<file path="src/rtl/conv_code_pkg.sv">
// Shared constants for the rate-1/2, K=3 convolutional code used by the
// encoder and the Viterbi decoder.
//   K, NSTATES   constraint length and trellis size
//   G0, G1       generators for sym[1] and sym[0] (bit2 = current input)
//   exp_sym()    code symbol emitted when input u is applied in state s
//   hamming2()   distance between two 2-bit symbols (branch metric)
//   dec_state_t  decoder FSM state encoding
package conv_code_pkg;

    localparam int K            = 3;
    localparam int NSTATES      = 1 << (K - 1);
    localparam logic [2:0] G0   = 3'b111;
    localparam logic [2:0] G1   = 3'b101;
    localparam int TB_DEPTH_DEF = 12;
    localparam int PM_W_DEF     = 5;

    typedef enum logic [1:0] {
        IDLE,
        RUN,
        DRAIN
    } dec_state_t;

    // Shift register seen by the encoder is {u, s[1], s[0]}.
    function automatic logic [1:0] exp_sym(input logic [1:0] state, input logic u);
        logic [2:0] r;
        r = {u, state};
        return {^(r & G0), ^(r & G1)};
    endfunction

    function automatic logic [1:0] hamming2(input logic [1:0] a, input logic [1:0] b);
        logic [1:0] x;
        x = a ^ b;
        return {1'b0, x[1]} + {1'b0, x[0]};
    endfunction

endpackage

</file>
<file path="src/rtl/viterbi_decoder_if.sv">
// Symbol-in / bit-out link of the Viterbi decoder.
//   in_valid, in_sym, in_last   symbol stream towards the decoder
//   in_ready                    decoder can take a symbol this cycle
//   out_valid, out_bit, out_last decoded bit strobe (no backpressure)
// master: the side feeding symbols and consuming bits; slave: the decoder.
interface viterbi_decoder_if;

    logic       in_valid;
    logic [1:0] in_sym;
    logic       in_last;
    logic       in_ready;
    logic       out_valid;
    logic       out_bit;
    logic       out_last;

    modport master (
        output in_valid, in_sym, in_last,
        input  in_ready, out_valid, out_bit, out_last
    );

    modport slave (
        input  in_valid, in_sym, in_last,
        output in_ready, out_valid, out_bit, out_last
    );

endinterface

</file>
<file path="src/rtl/viterbi_acs.sv">
// Add-compare-select for one trellis state of the register-exchange decoder.
//   pm0/pm1     path metrics of the two predecessors ({ns[0],0}, {ns[0],1})
//   bm0/bm1     branch metrics on the two incoming branches
//   surv0/surv1 survivor registers of the two predecessors
//   u           decoded bit this state implies (ns[1]), appended to the survivor
//   pm_out      winning saturated metric
//   surv_out    winning survivor shifted by one with u appended at bit 0
module viterbi_acs
    import conv_code_pkg::*;
#(
    parameter int PM_W     = PM_W_DEF,
    parameter int TB_DEPTH = TB_DEPTH_DEF
) (
    input  logic [PM_W-1:0]     pm0,
    input  logic [PM_W-1:0]     pm1,
    input  logic [1:0]          bm0,
    input  logic [1:0]          bm1,
    input  logic [TB_DEPTH-1:0] surv0,
    input  logic [TB_DEPTH-1:0] surv1,
    input  logic                u,
    output logic [PM_W-1:0]     pm_out,
    output logic [TB_DEPTH-1:0] surv_out
);

    localparam logic [PM_W-1:0] PM_MAX = '1;

    logic [PM_W:0]         sum0;
    logic [PM_W:0]         sum1;
    logic [PM_W-1:0]       cand0;
    logic [PM_W-1:0]       cand1;
    logic                  dec;
    logic [TB_DEPTH-1:0]   surv_sel;

    always_comb begin
        sum0  = {1'b0, pm0} + {{(PM_W-1){1'b0}}, bm0};
        sum1  = {1'b0, pm1} + {{(PM_W-1){1'b0}}, bm1};
        cand0 = sum0[PM_W] ? PM_MAX : sum0[PM_W-1:0];
        cand1 = sum1[PM_W] ? PM_MAX : sum1[PM_W-1:0];
        // Strict compare: a tie keeps the lower-index predecessor.
        dec      = (cand1 < cand0);
        pm_out   = dec ? cand1 : cand0;
        surv_sel = dec ? surv1 : surv0;
        // Oldest bit falls off the top; newest decision enters at bit 0.
        surv_out = (surv_sel << 1) | TB_DEPTH'(u);
    end

endmodule

</file>
<file path="src/rtl/viterbi_decoder.sv">
// Hard-decision Viterbi decoder, rate 1/2, K=3, register-exchange survivors.
//   clk    system clock, rising edge
//   rst_n  asynchronous active-low reset
//   bus    slave side of viterbi_decoder_if (symbols in, decoded bits out)
//
// state | meaning
// IDLE  | metrics at initial values, waiting for the first symbol of a frame
// RUN   | accepting symbols, one decoded bit per accept once D symbols are in
// DRAIN | frame closed, flushing the remaining bits of survivor 0
module viterbi_decoder
    import conv_code_pkg::*;
#(
    parameter int TB_DEPTH = TB_DEPTH_DEF,
    parameter int PM_W     = PM_W_DEF
) (
    input logic              clk,
    input logic              rst_n,
    viterbi_decoder_if.slave bus
);

    localparam int               CNT_W   = $clog2(TB_DEPTH + 1);
    localparam logic [PM_W-1:0]  PM_MAX  = '1;
    localparam logic [CNT_W-1:0] CNT_SAT = CNT_W'(TB_DEPTH);

    dec_state_t          state_q;
    dec_state_t          state_d;
    logic [PM_W-1:0]     pm_q       [NSTATES];
    logic [TB_DEPTH-1:0] surv_q     [NSTATES];
    logic [PM_W-1:0]     pm_acs     [NSTATES];
    logic [TB_DEPTH-1:0] surv_acs   [NSTATES];
    logic [CNT_W-1:0]    sym_cnt_q;
    logic [CNT_W-1:0]    cnt_next;
    logic [CNT_W-1:0]    last_idx;
    logic [CNT_W-1:0]    drain_idx;
    logic [TB_DEPTH-1:0] drain_sr_q;
    logic [CNT_W-1:0]    drain_left_q;
    logic                out_valid_q;
    logic                out_bit_q;
    logic                out_last_q;
    logic                accept;
    logic                drain_done;
    logic [PM_W-1:0]     min01, min23, pm_min;
    logic [1:0]          best01, best23, best_new;

    assign bus.in_ready  = (state_q != DRAIN);
    assign bus.out_valid = out_valid_q;
    assign bus.out_bit   = out_bit_q;
    assign bus.out_last  = out_last_q;

    assign accept     = bus.in_valid & bus.in_ready;
    assign drain_done = (state_q == DRAIN) && (drain_left_q == '0);
    assign cnt_next   = (sym_cnt_q == CNT_SAT) ? sym_cnt_q : sym_cnt_q + CNT_W'(1);
    assign last_idx   = cnt_next - CNT_W'(1);
    assign drain_idx  = drain_left_q - CNT_W'(1);

    for (genvar ns = 0; ns < NSTATES; ns++) begin : g_acs
        localparam logic [1:0] NS = 2'(ns);
        localparam logic [1:0] P0 = {NS[0], 1'b0};
        localparam logic [1:0] P1 = {NS[0], 1'b1};
        logic [1:0] bm0;
        logic [1:0] bm1;

        assign bm0 = hamming2(bus.in_sym, exp_sym(P0, NS[1]));
        assign bm1 = hamming2(bus.in_sym, exp_sym(P1, NS[1]));

        viterbi_acs #(
            .PM_W     (PM_W),
            .TB_DEPTH (TB_DEPTH)
        ) u_acs (
            .pm0      (pm_q[P0]),
            .pm1      (pm_q[P1]),
            .bm0      (bm0),
            .bm1      (bm1),
            .surv0    (surv_q[P0]),
            .surv1    (surv_q[P1]),
            .u        (NS[1]),
            .pm_out   (pm_acs[ns]),
            .surv_out (surv_acs[ns])
        );
    end

    // Compare tree over the new metrics: yields both the normalisation
    // offset and the best state. Ties resolve towards the lower index.
    always_comb begin
        min01    = pm_acs[0];
        best01   = 2'd0;
        min23    = pm_acs[2];
        best23   = 2'd2;
        pm_min   = '0;
        best_new = 2'd0;
        if (pm_acs[1] < pm_acs[0]) begin
            min01  = pm_acs[1];
            best01 = 2'd1;
        end
        if (pm_acs[3] < pm_acs[2]) begin
            min23  = pm_acs[3];
            best23 = 2'd3;
        end
        if (min23 < min01) begin
            pm_min   = min23;
            best_new = best23;
        end else begin
            pm_min   = min01;
            best_new = best01;
        end
    end

    always_ff @(posedge clk or negedge rst_n) begin
        if (!rst_n) begin
            state_q <= IDLE;
        end else begin
            state_q <= state_d;
        end
    end

    always_comb begin
        state_d = state_q;
        unique case (state_q)
            IDLE:    if (accept) state_d = bus.in_last ? DRAIN : RUN;
            RUN:     if (accept && bus.in_last) state_d = DRAIN;
            DRAIN:   if (drain_done) state_d = IDLE;
            default: state_d = IDLE;
        endcase
    end

    always_ff @(posedge clk or negedge rst_n) begin
        if (!rst_n) begin
            for (int i = 0; i < NSTATES; i++) begin
                pm_q[i]   <= (i == 0) ? '0 : PM_MAX;
                surv_q[i] <= '0;
            end
            sym_cnt_q    <= '0;
            drain_sr_q   <= '0;
            drain_left_q <= '0;
            out_valid_q  <= 1'b0;
            out_bit_q    <= 1'b0;
            out_last_q   <= 1'b0;
        end else begin
            out_valid_q <= 1'b0;
            out_bit_q   <= 1'b0;
            out_last_q  <= 1'b0;
            if (accept) begin
                for (int i = 0; i < NSTATES; i++) begin
                    pm_q[i]   <= pm_acs[i] - pm_min;
                    surv_q[i] <= surv_acs[i];
                end
                sym_cnt_q <= cnt_next;
                if (bus.in_last) begin
                    // Zero tail forces the true path into state 0, so the
                    // closing symbol already reads survivor 0. Its oldest
                    // still-unreleased bit sits at position cnt_next-1.
                    out_valid_q  <= 1'b1;
                    out_bit_q    <= surv_acs[0][last_idx];
                    out_last_q   <= (cnt_next == CNT_W'(1));
                    drain_sr_q   <= surv_acs[0];
                    drain_left_q <= last_idx;
                end else if (cnt_next == CNT_SAT) begin
                    out_valid_q <= 1'b1;
                    out_bit_q   <= surv_acs[best_new][TB_DEPTH-1];
                end
            end else if (state_q == DRAIN) begin
                if (drain_left_q != '0) begin
                    out_valid_q  <= 1'b1;
                    out_bit_q    <= drain_sr_q[drain_idx];
                    out_last_q   <= (drain_left_q == CNT_W'(1));
                    drain_left_q <= drain_idx;
                end else begin
                    // Leaving DRAIN: next frame starts from reset metrics.
                    for (int i = 0; i < NSTATES; i++) begin
                        pm_q[i]   <= (i == 0) ? '0 : PM_MAX;
                        surv_q[i] <= '0;
                    end
                    sym_cnt_q <= '0;
                end
            end
        end
    end

endmodule

</file>
<file path="src/flat_wrapper.sv">
// flat-port wrapper written by rule: the top's interface ports become plain ports
module viterbi_decoder_flat import conv_code_pkg::*;
#(
    parameter int TB_DEPTH = TB_DEPTH_DEF,
    parameter int PM_W     = PM_W_DEF
)
  (clk, rst_n, bus_in_valid, bus_in_sym, bus_in_last, bus_in_ready, bus_out_valid, bus_out_bit, bus_out_last);
  viterbi_decoder_if bus_i ();
  input logic clk;
  input logic rst_n;
  input wire logic [$bits(bus_i.in_valid)-1:0] bus_in_valid;
  input wire logic [$bits(bus_i.in_sym)-1:0] bus_in_sym;
  input wire logic [$bits(bus_i.in_last)-1:0] bus_in_last;
  output wire logic [$bits(bus_i.in_ready)-1:0] bus_in_ready;
  output wire logic [$bits(bus_i.out_valid)-1:0] bus_out_valid;
  output wire logic [$bits(bus_i.out_bit)-1:0] bus_out_bit;
  output wire logic [$bits(bus_i.out_last)-1:0] bus_out_last;
  assign bus_i.in_valid = bus_in_valid;
  assign bus_i.in_sym = bus_in_sym;
  assign bus_i.in_last = bus_in_last;
  assign bus_in_ready = bus_i.in_ready;
  assign bus_out_valid = bus_i.out_valid;
  assign bus_out_bit = bus_i.out_bit;
  assign bus_out_last = bus_i.out_last;
  viterbi_decoder #(.TB_DEPTH(TB_DEPTH), .PM_W(PM_W)) u_core (.clk(clk), .rst_n(rst_n), .bus(bus_i));
endmodule
</file>
<file path="config.mk">
export PLATFORM = sky130hd
export DESIGN_NAME = viterbi_decoder_flat
export DESIGN_NICKNAME = d
export VERILOG_FILES = /design/src/rtl/conv_code_pkg.sv /design/src/rtl/viterbi_decoder_if.sv /design/src/rtl/viterbi_acs.sv /design/src/rtl/viterbi_decoder.sv /design/src/flat_wrapper.sv
export SDC_FILE = /design/constraint.sdc
export NUM_CORES = 1
export LEC_CHECK = 0
export CAP_MARGIN = 40
export CORE_UTILIZATION = 48
export DETAILED_ROUTE_END_ITERATION = 7
export DONT_BUFFER_PORTS = 1
export PLACE_DENSITY = 0.66
export SKIP_LAST_GASP = 1
export SYNTH_ARGS = -nofsm -noshare
export SYNTH_HDL_FRONTEND = slang
export SYNTH_SLANG_ARGS = --single-unit
</file>
<file path="constraint.sdc">
create_clock -name clk -period 14.44 [get_ports clk]
set_input_delay 2.888 -clock clk [delete_from_list [all_inputs] [get_ports clk]]
set_output_delay 2.888 -clock clk [all_outputs]
set_load 0.01 [all_outputs]
</file>
# Word level (Yosys, flattened, before mapping)
# Index checks and enable logic that the tools add are counted.
word_totals:
  ff_bits: 88
  inputBits: 6
  word_cells: 134
classes:
  eq_ne: 12
  bitwise: 5
  magnitude_cmp: 10
  mux: 62
  addsub: 19
  n_reduce_logical: 11
ops:
  columns: ["op", "count"]
  rows:
  - ["2-to-1 mux 47 bit", 3]
  - ["2-to-1 mux 5 bit", 15]
  - ["2-to-1 mux 20 bit", 3]
  - ["adder 5 x 2 -> 6 bit", 8]
  - ["2-to-1 mux 11 bit", 4]
  - ["< comparator 5 bit", 7]
  - ["2-to-1 mux 4 bit", 8]
  - ["binary-select mux 12 bit (select 2 bit)", 1]
  - ["2-to-1 mux 12 bit", 2]
  - ["subtractor 5 bit", 4]
  - ["2-to-1 mux 1 bit", 18]
  - ["< comparator 4 x 5 -> 1 bit, second input constant", 2]
  - ["2-to-1 mux 2 bit", 5]
  - ["adder 1 x 1 -> 2 bit", 4]
  - ["binary-select mux 1 bit (select 4 bit)", 2]
  - ["== test 4 x 1 -> 1 bit, second input constant", 2]
  - ["== test 4 bit, second input constant", 2]
  - ["!= test 2 x 1 -> 1 bit, second input constant", 4]
  - ["subtractor 4 x 1 -> 4 bit, second input constant", 2]
  - ["one-hot mux 2 bit (3 select lines)", 1]
  - ["AND reduction 3 bit", 2]
  - ["adder 4 x 1 -> 4 bit, second input constant", 1]
  - ["logical NOT 4 bit", 1]
  - ["!= test 2 bit, second input constant", 2]
  - ["other kinds (12)", 16]

# Longest topological paths before layout
logic_depth:
  ltp_word: 17
  ltp_mapped: 41

# By module
# From an unflattened synthesis, not the netlist that was laid out.
hier_totals:
  cells_unflattened: 769
  area_unflattened_um2: 7920.1
by_module_without_submodules:
  columns: ["mod", "area_each_um2", "n_inst", "seq_area_each_um2", "cells_per_inst"]
  rows:
  - ["viterbi_decoder", 5312.6, 1, 2346.0, 481]
  - ["viterbi_acs", 651.9, 4, 0.0, 72]

# Worst setup path before layout
# Ideal clock, no wire load.
synth_timing:
  path_type: "input -> register"
  start: "in bus_in_sym[0]"
  end: "reg u_core.pm_q[19] (netlist bit)"
  required_time_ns: 14.307
  path_stages: 36
  t_arrival_ns: 10.199
  path_buffers: 0
  setup_slack_ns: 4.108
  cell_sequence: "inv_1 ha_1 ha_1 ha_1 a21oi_1 xnor2_1 nor3_1 ha_1 a21o_1 or4_4 a311oi_4 mux2i_1 inv_1 ha_1 nor4_1 a32oi_1 nor3_1 nand4_1 a32o_1 nand2_1 nand2_1 mux2i_1 ha_1 a31o_1 a31oi_1 nand3_1 a21oi_4 mux2i_1 ha_1 inv_1 fa_1 maj3_1 o21ai_0 xnor2_1 xnor2_1 o21ai_0"
synth_between:
  elab_chain_cells: 12
synth_lines:
  columns: ["item", "line", "source"]
  rows:
  - ["start: declaration", "flat_wrapper.sv:12", "input wire logic [$bits(bus_i.in_sym)-1:0] bus_in_sym;"]
  - ["inverter 1 bit (no source line) or inverter 2 bit (tied branches)", null, null]
  - ["adder 1 x 1 -> 2 bit", "conv_code_pkg.sv:33", "return {1'b0, x[1]} + {1'b0, x[0]};"]
  - ["adder 5 x 2 -> 6 bit, on equally long branches", "viterbi_acs.sv:35, viterbi_acs.sv:36", null]
  - ["2-to-1 mux 5 bit, on equally long branches", "viterbi_acs.sv:37, viterbi_acs.sv:38", null]
  - ["< comparator 5 bit", "viterbi_acs.sv:40", "dec = (cand1 < cand0);"]
  - ["2-to-1 mux 5 bit", "viterbi_acs.sv:41", "pm_out = dec ? cand1 : cand0;"]
  - ["< comparator 5 bit, on equally long branches", "viterbi_decoder.sv:95, viterbi_decoder.sv:91", null]
  - ["2-to-1 mux 5 bit, on equally long branches", "viterbi_decoder.sv:95, viterbi_decoder.sv:91", null]
  - ["< comparator 5 bit", "viterbi_decoder.sv:99", "if (min23 < min01) begin"]
  - ["2-to-1 mux 5 bit", "viterbi_decoder.sv:99", null]
  - ["subtractor 5 bit *", "viterbi_decoder.sv:144", "pm_q[i] <= pm_acs[i] - pm_min;"]
  - ["2-to-1 mux 20 bit *", "viterbi_decoder.sv:142", "if (accept) begin"]
  - ["end signal: indexed assignment", "viterbi_decoder.sv:129", "pm_q[i] <= (i == 0) ? '0 : PM_MAX;"]
  - ["end signal: indexed assignment", "viterbi_decoder.sv:144", null]
  - ["end signal: indexed assignment", "viterbi_decoder.sv:170", "pm_q[i] <= (i == 0) ? '0 : PM_MAX;"]
  - ["end: declaration", "viterbi_decoder.sv:27", "logic [PM_W-1:0] pm_q [NSTATES];"]
# Mark *: on every way between the ends. The rest lies on a longest branch, timed or not.
# A chain may end at the register's enable or synchronous reset.

# Worst setup path after layout
# Ends and elaborated chain as after synthesis.

==> impl_metrics.yaml <==
yosys:
  syn_area_um2: 7193
  synth.avg_cell_area_um2: 8.393
  ys_seq_area_frac: 0.2844
  ys_ff_latch: 81
  synthArstFlopShare: 1.000
  ys.flop_type: "dfrtp_1"
  yosys_warnings: 0
  synth-edff-count: 0
  syn_inst: 857
  synth_nets: 919
  synth_cell_types: 85
sta:
  rsz0062_at_grt: "no"
  fmax_mhz: 89.17
  tightestPinTransition_ns: 0.8272
  setup_viol: 0
  tns_ns: 0
  finalCritPeriodShare: 0.7766
  max_slew_margin: 0.4328
  final_hold_viol_count: 0
  finalClockSkew_ns: 0.007160
  maxSlewViolCount: 0
  timing.final.crit_period_ns: 11.21
routing:
  vias: 6207
  drt_pass1_iterations: 5
  routedWlPerCell_um: 17.57
  viasPerCell: 6.044
  drt_iter0_drc: 407
  drc_errors: 0
  routed_wl_mm: 18.05
  postRouteAntennaNets: 0
layout:
  fill_cells: 1359
  n_antenna_cell: 0
  fin_nets: 900
  mostFrequentLayoutCells: "nand2_1 (87), o21ai_0 (81), nor2_1 (74), dfrtp_1 (66), ha_1 (55)"
  layout_commonest_cell: "nand2_1"
  syn2layout_area_growth_pct: 5.844
  drive_gt1_frac: 0.08660
flow_run:
  drv_cap: 0
cts:
  hold_buffers: 0
  cts_root_buf: "clkbuf_16"
  clockBufferDepth: 2
  cts_made_buffers: 9
  cts.clk_slew.worst_paths_ns: 0.06
  h-tree-depth: 3
  cts_setup_buffers: 0
  cts_resized: 0
  insertion_delay_ns: 0.35
  cts_tree: "yes"
  clock-sinks: 81
floorplanning:
  placeableCoreArea_um2: 14590
  ios: 10
  start_util: 0.4931
  die_h_um: 124.4
  die_w_um: 124.4
  row_count: 44
  die_area_um2: 15480
critical_path:
  cp_common_cell: "ha_1"
  cp.required_ns: 14.65
  r2r_start: "u_core.pm_q[5]$_DFFE_PN1P_"
  slowest_stage: "o21a_1"
  start_kind: "input pin"
  critPathKind: "input pin to flop"
  arrival_ns: 11.43
  worstSetupEndpointType: "flop"
  worst-path-max-fanout: 17
  max_stage_delay_ns: 0.70
  startpoint: "bus_in_sym[0]"
global_route:
  grt-ovfl-total: 0
  grt_usage: 0.2397
  grt_pass1_wl_mm: 30.12
  antenna_found_initial: 0
  grt_pass1_vias: 5883
  grt_max_degree: 82
status:
  status: "finished, final reports clean"
placed_design:
  place.gp.congestion: 0.9072
  dp_hpwl_mm: 13.27
  port-buffer-count: 0
min_path:
  min-delay-start: "u_core.state_q[1]$_DFFE_PN0P_"
  hp-class: "flop to flop"
[final timing paths]
kind / to / slack [ns] / cells after the start
worst min-delay path: u_core.state_q[0]$_DFFE_PN0P_ / 0.43 / 1
worst max register to register: u_core.pm_q[19]$_DFFE_PN0P_ / 5.74 / 33
max in group asynchronous: u_core.pm_q[10]$_DFFE_PN1P_ / 12.00 / 0
min in group asynchronous: u_core.drain_left_q[2]$_DFFE_PN0P_ / 2.23 / 0
worst min register to register: u_core.state_q[0]$_DFFE_PN0P_ / 0.43 / 1
worst max-delay path: u_core.pm_q[19]$_DFFE_PN0P_ / 3.23 / 36
[registers in the layout (all words and copies together), names as in the netlist]
| name | cells |
|---|---|
| u_core.surv_q | 38 |
| u_core.bus.out_last | 1 |
| u_core.bus.out_valid | 1 |
| u_core.sym_cnt_q | 4 |
| u_core.bus.out_bit | 1 |
| u_core.drain_left_q | 4 |
| u_core.state_q | 2 |
| u_core.pm_q | 20 |
| u_core.drain_sr_q | 10 |
[critical path, delay by kind of cell]
| kind | cells | cell delay (ns) |
|---|---|---|
| buf+inv | 3 | 0.21 |
| compound gates | 12 | 3.44 |
| xor+xnor | 2 | 0.29 |
| mux | 2 | 0.60 |
| fa+ha+maj | 8 | 2.52 |
| simple gates | 9 | 1.49 |
[routing by layer]
metal  GRT usage  wire (µm)  vias to the layer above
met1      0.3328       8507                     2953
met2      0.3776       8372                      139
li1            -          -                     3091
met5           0          0                        -
met4      0.1049        489                        0
met3     0.02491        680                       24
[through the flow]
step                cell area (µm²)  std cells  hold slack [ns]    util  setup slack, ns
global route                   7614       1027           0.4633  0.5219            2.321
finish                         7614       1027           0.4343  0.5219            3.225
floorplan                      7193        857           0.4106       -            4.108
detailed placement             7323       1011           0.4257  0.5020            2.945
CTS                            7614       1027           0.4345  0.5219            3.323
global placement               7305       1009           0.4221  0.5007            2.992
[area by class of cell]
class	instances	area (µm²)	share of cell area
Multi-Input combinational cell	696	4830	0.6343
Sequential cell	81	2046	0.2687
Clock buffer	11	252.7	0.03320
Tap cell	184	230.2	0.03024
Inverter	43	161.4	0.02120
Timing Repair Buffer	7	56.30	0.007395
Clock inverter	5	37.54	0.004930
[cells by family after synthesis]
logic type / Yosys count / synth area share
xor gates and xnor gates: 38 / 0.04731
adders and majority gates: 59 / 0.1030
muxes: 62 / 0.09410
DFF: 81 / 0.2844
and+or+nand+nor: 287 / 0.1912
buffers and inverters: 80 / 0.04453
AOI/OAI and AO/OA: 250 / 0.2355
[synth_stat cells (15+ instances only)]
cell type	n	share of area
nor2_1	74	0.039
inv_1	43	0.022
dfstp_2	15	0.055
nor3_1	23	0.016
nand2_1	88	0.046
nand3_1	21	0.015
o21ai_0	81	0.056
nor2b_1	18	0.016
clkbuf_1	24	0.013
a21oi_1	48	0.033
dfrtp_1	66	0.23
mux2i_1	52	0.072
xor2_1	16	0.019
ha_1	55	0.096
xnor2_1	21	0.026
Power is not shown: default switching activity piles up to over one toggle a cycle in this logic, so the estimate is an artifact.
